[src/rtl/axi4_lite_reg_pkg.sv]
`default_nettype none
// ============================================================================
// Module      : axi4_lite_reg_pkg
// Description : Shared types and helpers for the AXI4-Lite register read
//               back-end: FSM state encoding, address region encoding,
//               response constants and the region decode function.
// Revision    : 1.0 - initial release
// ============================================================================
package axi4_lite_reg_pkg;

   typedef enum logic [1:0] {
      ST_IDLE     = 2'd0,
      ST_DECODE   = 2'd1,
      ST_EXT_WAIT = 2'd2,
      ST_DONE     = 2'd3
   } state_e;

   typedef enum logic [1:0] {
      REG_LOCAL   = 2'd0,
      REG_COUNTER = 2'd1,
      REG_EXT     = 2'd2,
      REG_HOLE    = 2'd3
   } region_e;

   localparam logic RESP_OKAY = 1'b1;
   localparam logic RESP_ERR  = 1'b0;

   // Classify a word-aligned byte address. Regions are checked in address
   // order; anything below ext_base that is neither local nor counter space
   // is the unmapped hole.
   function automatic region_e decode_region(
      input logic [31:0] addr,
      input logic [31:0] num_regs,
      input logic [31:0] cnt_base,
      input logic [31:0] num_counters,
      input logic [31:0] ext_base
   );
      region_e r;
      if (addr < (num_regs << 2))
         r = REG_LOCAL;
      else if ((addr >= cnt_base) && (addr < (cnt_base + (num_counters << 3))))
         r = REG_COUNTER;
      else if (addr >= ext_base)
         r = REG_EXT;
      else
         r = REG_HOLE;
      return r;
   endfunction

endpackage
`default_nettype wire

[src/rtl/axi4_lite_counter_snapshot.sv]
`default_nettype none
// ============================================================================
// Module      : axi4_lite_counter_snapshot
// Description : Shadow registers holding the upper 32 bits of each 64-bit
//               counter, captured in the same clock as the low word is read
//               so a low/high read pair forms one coherent sample.
// Ports       : clk, rst_n (async, active-low)
//               counters    - live counter values, 64 bits per counter
//               load        - capture counters[index][63:32] into shadow
//               index       - selected counter
//               shadow_word - current shadow of the selected counter
// Revision    : 1.0 - initial release
// ============================================================================
module axi4_lite_counter_snapshot
   import axi4_lite_reg_pkg::*;
#(
   parameter int NUM_COUNTERS = 4,
   parameter int IDX_W        = 4
) (
   input  logic                      clk,
   input  logic                      rst_n,
   input  logic [64*NUM_COUNTERS-1:0] counters,
   input  logic                      load,
   input  logic [IDX_W-1:0]          index,
   output logic [31:0]               shadow_word
);

   logic [31:0] shadow_q [NUM_COUNTERS];
   logic [31:0] shadow_d [NUM_COUNTERS];

   always_comb begin
      shadow_word = '0;
      for (int i = 0; i < NUM_COUNTERS; i++) begin
         shadow_d[i] = shadow_q[i];
         if (index == IDX_W'(i)) begin
            shadow_word = shadow_q[i];
            if (load)
               shadow_d[i] = counters[64*i+32 +: 32];
         end
      end
   end

   always_ff @(posedge clk or negedge rst_n) begin
      if (!rst_n) begin
         for (int i = 0; i < NUM_COUNTERS; i++)
            shadow_q[i] <= '0;
      end else begin
         for (int i = 0; i < NUM_COUNTERS; i++)
            shadow_q[i] <= shadow_d[i];
      end
   end

endmodule
`default_nettype wire

[src/rtl/axi4_lite_reg_read_backend.sv]
`default_nettype none
// ============================================================================
// Module      : axi4_lite_reg_read_backend
// Description : Register read back-end behind an AXI4-Lite slave read
//               channel. Decodes the latched address into local registers,
//               snapshotted 64-bit counters, an external wait-state port or
//               an unmapped hole, and holds read_value / read_response /
//               read_ready until read_req drops.
// Ports       : clk, rst_n (async, active-low)
//               read_req, read_addr        - request from the read channel
//               read_ready, read_response, read_value - result to channel
//               reg_values                 - local register contents
//               counters                   - live 64-bit counters
//               ext_req, ext_addr          - external access request
//               ext_ack, ext_ok, ext_data  - external completion
// Option      : AXI_REG_READ_TIMEOUT_EN - bound the external wait to
//               TIMEOUT_CYCLES cycles, then answer SLVERR with zero data.
// Revision    : 1.0 - initial release
// ============================================================================
module axi4_lite_reg_read_backend
   import axi4_lite_reg_pkg::*;
#(
   parameter int ADDR_WIDTH     = 7,
   parameter int NUM_REGS       = 8,
   parameter int NUM_COUNTERS   = 4,
   parameter int CNT_BASE       = 32,
   parameter int EXT_BASE       = 96,
   parameter int TIMEOUT_CYCLES = 16
) (
   input  logic                       clk,
   input  logic                       rst_n,
   input  logic                       read_req,
   input  logic [ADDR_WIDTH-1:0]      read_addr,
   output logic                       read_ready,
   output logic                       read_response,
   output logic [31:0]                read_value,
   input  logic [32*NUM_REGS-1:0]     reg_values,
   input  logic [64*NUM_COUNTERS-1:0] counters,
   output logic                       ext_req,
   output logic [ADDR_WIDTH-1:0]      ext_addr,
   input  logic                       ext_ack,
   input  logic                       ext_ok,
   input  logic [31:0]                ext_data
);

   localparam int DW_W = ADDR_WIDTH - 3;   // doubleword (8-byte) index width

   state_e                state_q, state_d;
   logic [ADDR_WIDTH-1:0] addr_q, addr_d;
   logic                  read_ready_q, read_ready_d;
   logic                  read_response_q, read_response_d;
   logic [31:0]           read_value_q, read_value_d;
   logic                  ext_req_q, ext_req_d;
   logic [ADDR_WIDTH-1:0] ext_addr_q, ext_addr_d;
`ifdef AXI_REG_READ_TIMEOUT_EN
   logic [7:0]            wait_cnt_q, wait_cnt_d;
`endif

   region_e               region;
   logic [DW_W-1:0]       cnt_idx;
   logic [31:0]           local_word;
   logic [31:0]           counter_lo;
   logic [31:0]           shadow_word;
   logic                  cnt_load;

   assign region = decode_region(32'(addr_q), 32'(NUM_REGS), 32'(CNT_BASE),
                                 32'(NUM_COUNTERS), 32'(EXT_BASE));

   // The counter base is 8-aligned, so the counter number is the doubleword
   // offset and addr_q[2] alone selects the low or high half.
   assign cnt_idx = addr_q[ADDR_WIDTH-1:3] - DW_W'(CNT_BASE / 8);

   always_comb begin
      local_word = '0;
      for (int i = 0; i < NUM_REGS; i++)
         if (addr_q[ADDR_WIDTH-1:2] == (ADDR_WIDTH-2)'(i))
            local_word = reg_values[32*i +: 32];
   end

   always_comb begin
      counter_lo = '0;
      for (int i = 0; i < NUM_COUNTERS; i++)
         if (cnt_idx == DW_W'(i))
            counter_lo = counters[64*i +: 32];
   end

   axi4_lite_counter_snapshot #(
      .NUM_COUNTERS (NUM_COUNTERS),
      .IDX_W        (DW_W)
   ) u_snapshot (
      .clk         (clk),
      .rst_n       (rst_n),
      .counters    (counters),
      .load        (cnt_load),
      .index       (cnt_idx),
      .shadow_word (shadow_word)
   );

   always_comb begin
      state_d         = state_q;
      addr_d          = addr_q;
      read_ready_d    = read_ready_q;
      read_response_d = read_response_q;
      read_value_d    = read_value_q;
      ext_req_d       = ext_req_q;
      ext_addr_d      = ext_addr_q;
      cnt_load        = 1'b0;
`ifdef AXI_REG_READ_TIMEOUT_EN
      wait_cnt_d      = wait_cnt_q;
`endif
      case (state_q)
         ST_IDLE: begin
            if (read_req) begin
               addr_d  = {read_addr[ADDR_WIDTH-1:2], 2'b00};
               state_d = ST_DECODE;
            end
         end
         ST_DECODE: begin
            if (!read_req) begin
               state_d = ST_IDLE;
            end else begin
               case (region)
                  REG_LOCAL: begin
                     read_value_d    = local_word;
                     read_response_d = RESP_OKAY;
                     read_ready_d    = 1'b1;
                     state_d         = ST_DONE;
                  end
                  REG_COUNTER: begin
                     if (!addr_q[2]) begin
                        read_value_d = counter_lo;
                        cnt_load     = 1'b1;
                     end else begin
                        read_value_d = shadow_word;
                     end
                     read_response_d = RESP_OKAY;
                     read_ready_d    = 1'b1;
                     state_d         = ST_DONE;
                  end
                  REG_EXT: begin
                     ext_req_d  = 1'b1;
                     ext_addr_d = addr_q - ADDR_WIDTH'(EXT_BASE);
`ifdef AXI_REG_READ_TIMEOUT_EN
                     wait_cnt_d = '0;
`endif
                     state_d    = ST_EXT_WAIT;
                  end
                  default: begin
                     read_value_d    = '0;
                     read_response_d = RESP_ERR;
                     read_ready_d    = 1'b1;
                     state_d         = ST_DONE;
                  end
               endcase
            end
         end
         ST_EXT_WAIT: begin
            if (!read_req) begin
               ext_req_d = 1'b0;
               state_d   = ST_IDLE;
            end else if (ext_ack) begin
               read_value_d    = ext_data;
               read_response_d = ext_ok;
               read_ready_d    = 1'b1;
               ext_req_d       = 1'b0;
               state_d         = ST_DONE;
            end
`ifdef AXI_REG_READ_TIMEOUT_EN
            else if (wait_cnt_q == 8'(TIMEOUT_CYCLES - 1)) begin
               read_value_d    = '0;
               read_response_d = RESP_ERR;
               read_ready_d    = 1'b1;
               ext_req_d       = 1'b0;
               state_d         = ST_DONE;
            end else begin
               wait_cnt_d = wait_cnt_q + 8'd1;
            end
`endif
         end
         ST_DONE: begin
            if (!read_req) begin
               read_ready_d = 1'b0;
               state_d      = ST_IDLE;
            end
         end
         default: state_d = ST_IDLE;
      endcase
   end

   always_ff @(posedge clk or negedge rst_n) begin
      if (!rst_n) begin
         state_q         <= ST_IDLE;
         addr_q          <= '0;
         read_ready_q    <= 1'b0;
         read_response_q <= 1'b0;
         read_value_q    <= '0;
         ext_req_q       <= 1'b0;
         ext_addr_q      <= '0;
      end else begin
         state_q         <= state_d;
         addr_q          <= addr_d;
         read_ready_q    <= read_ready_d;
         read_response_q <= read_response_d;
         read_value_q    <= read_value_d;
         ext_req_q       <= ext_req_d;
         ext_addr_q      <= ext_addr_d;
      end
   end

`ifdef AXI_REG_READ_TIMEOUT_EN
   always_ff @(posedge clk or negedge rst_n) begin
      if (!rst_n)
         wait_cnt_q <= '0;
      else
         wait_cnt_q <= wait_cnt_d;
   end
`endif

   assign read_ready    = read_ready_q;
   assign read_response = read_response_q;
   assign read_value    = read_value_q;
   assign ext_req       = ext_req_q;
   assign ext_addr      = ext_addr_q;

endmodule
`default_nettype wire
[config.mk]
export PLATFORM = sky130hd
export DESIGN_NAME = axi4_lite_reg_read_backend
export DESIGN_NICKNAME = d
export VERILOG_FILES = /design/src/rtl/axi4_lite_reg_pkg.sv /design/src/rtl/axi4_lite_counter_snapshot.sv /design/src/rtl/axi4_lite_reg_read_backend.sv
export SDC_FILE = /design/constraint.sdc
export NUM_CORES = 1
export LEC_CHECK = 0
export CAP_MARGIN = 20
export CORE_AREA = 10 10 225 227
export DETAILED_ROUTE_END_ITERATION = 6
export DIE_AREA = 0 0 235 237
export GPL_TIMING_DRIVEN = 0
export PLACE_DENSITY = 0.58
export SYNTH_ARGS = -nofsm -noshare
export SYNTH_HDL_FRONTEND = slang
export SYNTH_SLANG_ARGS = --single-unit
[constraint.sdc]
create_clock -name clk -period 3.3 [get_ports clk]
set_input_delay 0.825 -clock clk [delete_from_list [all_inputs] [get_ports clk]]
set_output_delay 0.825 -clock clk [all_outputs]
set_load 0.005 [all_outputs]
======== Word level (Yosys, flattened, before mapping) ========
Index checks and enable logic that the tools add are counted.
operators by class
  add/subtract/negate cells ............... 2
  equal/unequal tests ..................... 23
  order comparisons ....................... 4
  multiplexer cells ....................... 52
  reduce and logical (&&, ||, !) cells .... 18
operators by type and width
  operator             number
  $mux 32              20
  $pmux 32 s3          1
  $pmux 32 s2          1
  $eq 5x3->1 const B   4
  $mux 1               18
  $mux 2               7
  $ne 2x2->1 const B   6
  $eq 5x2->1 const B   2
  $reduce_and 2->1     5
  $eq 4x2->1 const B   2
  $pmux 2 s4           1
  $ge 7x6->1 const B   1
  $ge 7x7->1 const B   1
  $lt 7x6->1 const B   1
  $lt 7x7->1 const B   1
  $sub 7x7->7 const B  1
  $eq 2x2->1 const B   3
  $pmux 1 s2           3
  $reduce_and 3->1     2
  $reduce_and 6->1     1
  $eq 5x1->1 const B   1
  $logic_not 5->1      1
  $reduce_and 5->1     1
  $eq 2x1->1 const B   2
  12 further kinds     13
storage, ports and cells
  output and inout bits ................... 42
  logic and storage cells ................. 110
  input port bits ......................... 556
  bits in registers ....................... 177

======== Longest topological paths before layout ========
  word-level depth ........................ 12
  depth in mapped cells ................... 9
  mapped depth without buffers ............ 7

======== Cells and area by module ========
A second synthesis with hierarchy kept.
unflattened totals
  cells, all modules ...................... 1146
  area total of the unflattened synthesis .. 12030.3 um^2
modules (own cells, without submodules)
  module                      seq. area each (um^2)  instances  area each (um^2)  cells an instance
  axi4_lite_reg_read_backend  1176.1                 1          6266.0            796
  axi4_lite_counter_snapshot  3203.1                 1          5764.3            350

======== Worst setup path after synthesis ========
Ideal clock, no wire load.
  path kind ............................... input to register
  from .................................... in read_req
  to ...................................... reg u_snapshot.shadow_q[0] in the netlist's numbering
  data arrival time ....................... 2095 ps
  library setup time ...................... 125 ps
  stages .................................. 7
  path slack .............................. 1080 ps
  cells stage by stage .................... buf_2 nand3b_4 nor3b_1 and2_1 clkbuf_1 buf_4 mux2_2
between the ends
  cells in the longest elaborated chain, start to end .. 3
ends and longest elaborated chain
  element                         line                               source
  start: declaration              axi4_lite_reg_read_backend.sv:32   input logic read_req,
  $mux 1                          axi4_lite_reg_read_backend.sv:119  if (!read_req) begin
  $mux 1                          axi4_lite_reg_read_backend.sv:111  case (state_q)
  $reduce_and 2->1 (no line)      -
  end signal: indexed assignment  axi4_lite_counter_snapshot.sv:49   shadow_q[i] <= shadow_d[i];
  end: declaration                axi4_lite_counter_snapshot.sv:28   logic [31:0] shadow_q [NUM_COUNTERS];
No other way between the ends.
A chain may end at the register's enable or synchronous reset.

======== Worst setup path after layout ========
  from .................................... reg addr_q[6]
  to ...................................... reg read_value_q[23], in the netlist read_value[23]
between the ends
  cells in the longest elaborated chain, start to end .. 12
  elaborated cells on any way between the ends .. 46
  those cells by class .................... add/sub (1); order compare (4); eq/ne (13); mux (23); reduce/logical (5)
ends and longest elaborated chain
  element                                                               line                               source
  start: declaration                                                    axi4_lite_reg_read_backend.sv:49   logic [ADDR_WIDTH-1:0] addr_q, addr_d;
  start signal: assignment                                              axi4_lite_reg_read_backend.sv:201  addr_q <= addr_d;
  parallel branches: the longest is 12 deep, another holds $sub 4x3->4  -
  end signal: assignment                                                axi4_lite_reg_read_backend.sv:204  read_value_q <= read_value_d;
  end: declaration                                                      axi4_lite_reg_read_backend.sv:52   logic [31:0] read_value_q, read_value_d;
Parallel ways; which one is timed is not known. The select of a mux whose other input is x is not followed.

==> qor.csv <==
metric,value,unit
sequential element share of the synthesized area,0.364,
internal power component,5660,µW
Ports,598,
WP buf/inv,2,
CP peak stage delay,0.94,ns
vias in the first global route,13800,
clock share of power,0.225,
IO Port Bufs,592,
"EDFF count, synth",0,
die width,235,µm
Via density,5.41,
Min-Delay Path Class,in -> async,
hold buffer count at CTS,0,
critical path required time,3.64,ns
post-route antenna net violation count,0,
Sw Ratio,0.386,
Via Count,13000,
Total GRT Usage,0.265,
post_cts resized,0,
Critical Path AT,3.45,ns
Peak VDD IR,0.354,mV
fin nets,2331,
hold slack,0.320,ns
Switching Power,3560,µW
initial antenna violation count,24,
Setup crit end kind,register,
Worst Max-Slew Pin Slew,1.18,ns
Area growth syn-to-layout,60.9,%
Mapped Area,0.0120,mm²
crit share post-route,0.943,
Post-Route WL,76800,µm
Worst-path clk slew,0.08,ns
Final setup viols,0,
sequential share of power,0.298,
fmax,321,MHz
unrepaired setup endpoints after global routing,false,
first-pass GRT wire length,107000,µm
yosys warns,0,
family with the most delay on the worst path,simple AND/OR/NAND/NOR gates,
Total Power,9220,µW
Yosys cell types,65,
DR pass1 iterations,6,
Mean Syn Cell Area,10.4,µm²
final slew viol count,0,
Startpoint Class,register,
routed length per instance,32.0,µm
TritonCTS clock tree,yes,
outcome,"complete, no violations",
worst path cell trace,inv_1 -> ha_1 -> inv_1 -> nor3_1 -> o2111ai_1 -> a311oi_1,
htree depth,4,
Synth async-reset ratio,1.00,
FF+latch area,0.00438,mm²
Finished Layout Cells,2400,
worst setup margin,0.187,ns
starting density of the core,0.261,
FP Rows,79,
Detail Placement HPWL,64300,µm
Root Driver,clkbuf_16,
cell count after placement,2359,
final hold violation count,0,
Mapped Cells,1158,
clk sinks,175,
CP most frequent cell,inv_1,
crit path max-delay cell type,nor3_1,
die height,237,µm
clk_skew,0.0114,ns
Logic pwr share,0.477,
post-CTS setup buffers,0,
pin count of the biggest net entering global routing,115,
crit path max fanout,7,
critical path type,reg -> reg,
Max Cap Violations,0,
Power Dens Cells,476,mW/mm²
leak pwr,0.00811,µW
dpl ws,-0.0294,ns
Period minus WS final,3.11,ns
Slew HR,0.206,
core area,0.0462,mm²
Yosys reg bits,175,
R2R setup slack,0.19,ns
fillers,4634,
Placer Congestion,0.922,
latest clock arrival within the worst-skew pair,0.45,ns
layout cell share with drive strength beyond 1,0.166,
CTS Buf Count,17,
CTS max path bufs,2,
multi-input combinational cell area,0.00690,mm²
drt initial violations,1076,
prevailing post-synth register cell,dfrtp_1,
die area,0.0557,mm²
global route total overflow,0,
DRC,0,
-- kinds of logic (layout without fill, tap and decap cells) --
logic type / after synthesis / count (layout) / share of synthesized area
flops: 175 / 175 / 0.364
fa+ha+maj: 4 / 4 / 0.00416
mux: 205 / 205 / 0.209
buf+inv: 133 / 758 / 0.0641
simple gates: 265 / 265 / 0.122
compound gates: 375 / 375 / 0.236
other cells: 1 / 11 / 0.000311
-- cell usage after synthesis, drive strengths merged (3+ instances only) --
master   count  area share
nor4        40       0.021
o221a        4      0.0037
nor2b       16      0.0083
nand2       58       0.018
clkbuf      38       0.012
nand3        6      0.0046
a222oi      15       0.012
o2111ai      5      0.0036
o22ai       31       0.016
nor3b        4      0.0033
a211oi       6      0.0037
a31o         3      0.0022
a221oi      47       0.034
or2         17      0.0088
a22oi       12      0.0075
and2         3      0.0017
o41ai        3      0.0022
dfrtp      175        0.36
inv          9      0.0028
nor2        50       0.016
mux2i       47       0.039
mux2       135        0.13
a21oi       34       0.014
a21o        23       0.014
a211o       20       0.015
o21ai       44       0.019
mux4        23       0.044
a22o        19       0.014
a31oi        7      0.0036
nor3         8      0.0037
a311oi       5      0.0036
o2bb2ai     39       0.028
o22a        15       0.011
or3          5      0.0026
ha           4      0.0042
a2bb2oi      8      0.0058
nand4        3      0.0016
o21a        26       0.016
nand3b      21       0.014
nand2b      27       0.014
o221ai       7      0.0051
buf         86       0.049
-- cell type report --
cell class / count / area share
multi-input combinational: 851 / 0.356
clock buffer: 19 / 0.0223
timing repair buffer: 593 / 0.308
clock inverter: 13 / 0.00769
sequential: 175 / 0.226
inverter: 9 / 0.00174
tap: 607 / 0.0392
antenna: 9 / 0.00116
buffer: 124 / 0.0382
-- routing by layer --
metal | share of wire | global-route usage | wire (µm) | vias to the layer above
met5 | 0.0019 | 0 | 143 | -
met2 | 0.50 | 0.464 | 38300 | 566
met3 | 0.070 | 0.0682 | 5360 | 83
li1 | - | - | - | 5760
met4 | 0.019 | 0.0608 | 1440 | 24
met1 | 0.41 | 0.320 | 31600 | 6561
-- stage by stage --
stage / instance area, µm² / TNS, ns / util
4_1_cts: 19300 / 0 / 0.419
3_5_place_dp: 18800 / -0.0687 / 0.406
6_report: 19400 / 0 / 0.420
5_1_grt: 19400 / 0 / 0.420
3_3_place_gp: 18700 / -1089.78 / 0.406
2_1_floorplan: 12000 / 0 / -
-- cells in the final DEF (no fill, tap or decap), types with 34 or more instances in the layout --
cell | Yosys | final
nor2_1 | 50 | 50
a21oi_1 | 34 | 34
clkbuf_1 | 38 | 39
nor4_1 | 40 | 39
mux2_2 | 128 | 128
nand2_1 | 56 | 56
buf_2 | 44 | 44
clkdlybuf4s50_1 | 0 | 591
o2bb2ai_1 | 39 | 39
o21ai_0 | 41 | 41
a221oi_1 | 47 | 47
dfrtp_1 | 175 | 175
mux2i_1 | 47 | 47
-- power groups by stage --
| stage | Sequential, µW | Clock, µW | Combinational [µW] |
|---|---|---|---|
| final | 2740 | 2080 | 4400 |
| after global routing | 2790 | 2210 | 4660 |
| after CTS | 2740 | 2130 | 4400 |
| after detailed placement | 2780 | 0 | 4380 |
| after global placement | 2770 | 0 | 4350 |
| after floorplan | 2730 | 0 | 2050 |
-- flip-flops by register name, indices dropped and copies added (netlist names) --
name,count
read_ready,1
ext_req,1
read_value,32
read_response,1
ext_addr,5
state_q,2
addr_q,5
u_snapshot.shadow_q,128
-- worst reg2reg max path, stage by stage (launching register included) --
cell       delay [ns]
dfrtp_1          0.47
inv_1            0.18
ha_1             0.37
inv_1            0.24
nor3_1           0.94
o2111ai_1        0.41
a311oi_1         0.39
-- worst paths after layout --
| kind | startpoint | end | depth (start not counted) |
|---|---|---|---|
| min in group clk | read_value[9] | read_value[9] | 1 |
| max | addr_q[6] | read_value[23] | 6 |
| min | rst_n | u_snapshot.shadow_q[125] | 1 |
| min reg2reg | read_value[9] | read_value[9] | 1 |
| max in group asynchronous | rst_n | read_value[16] | 2 |
| max reg2reg | addr_q[6] | read_value[23] | 6 |
Power figures use the tool's default switching activity.
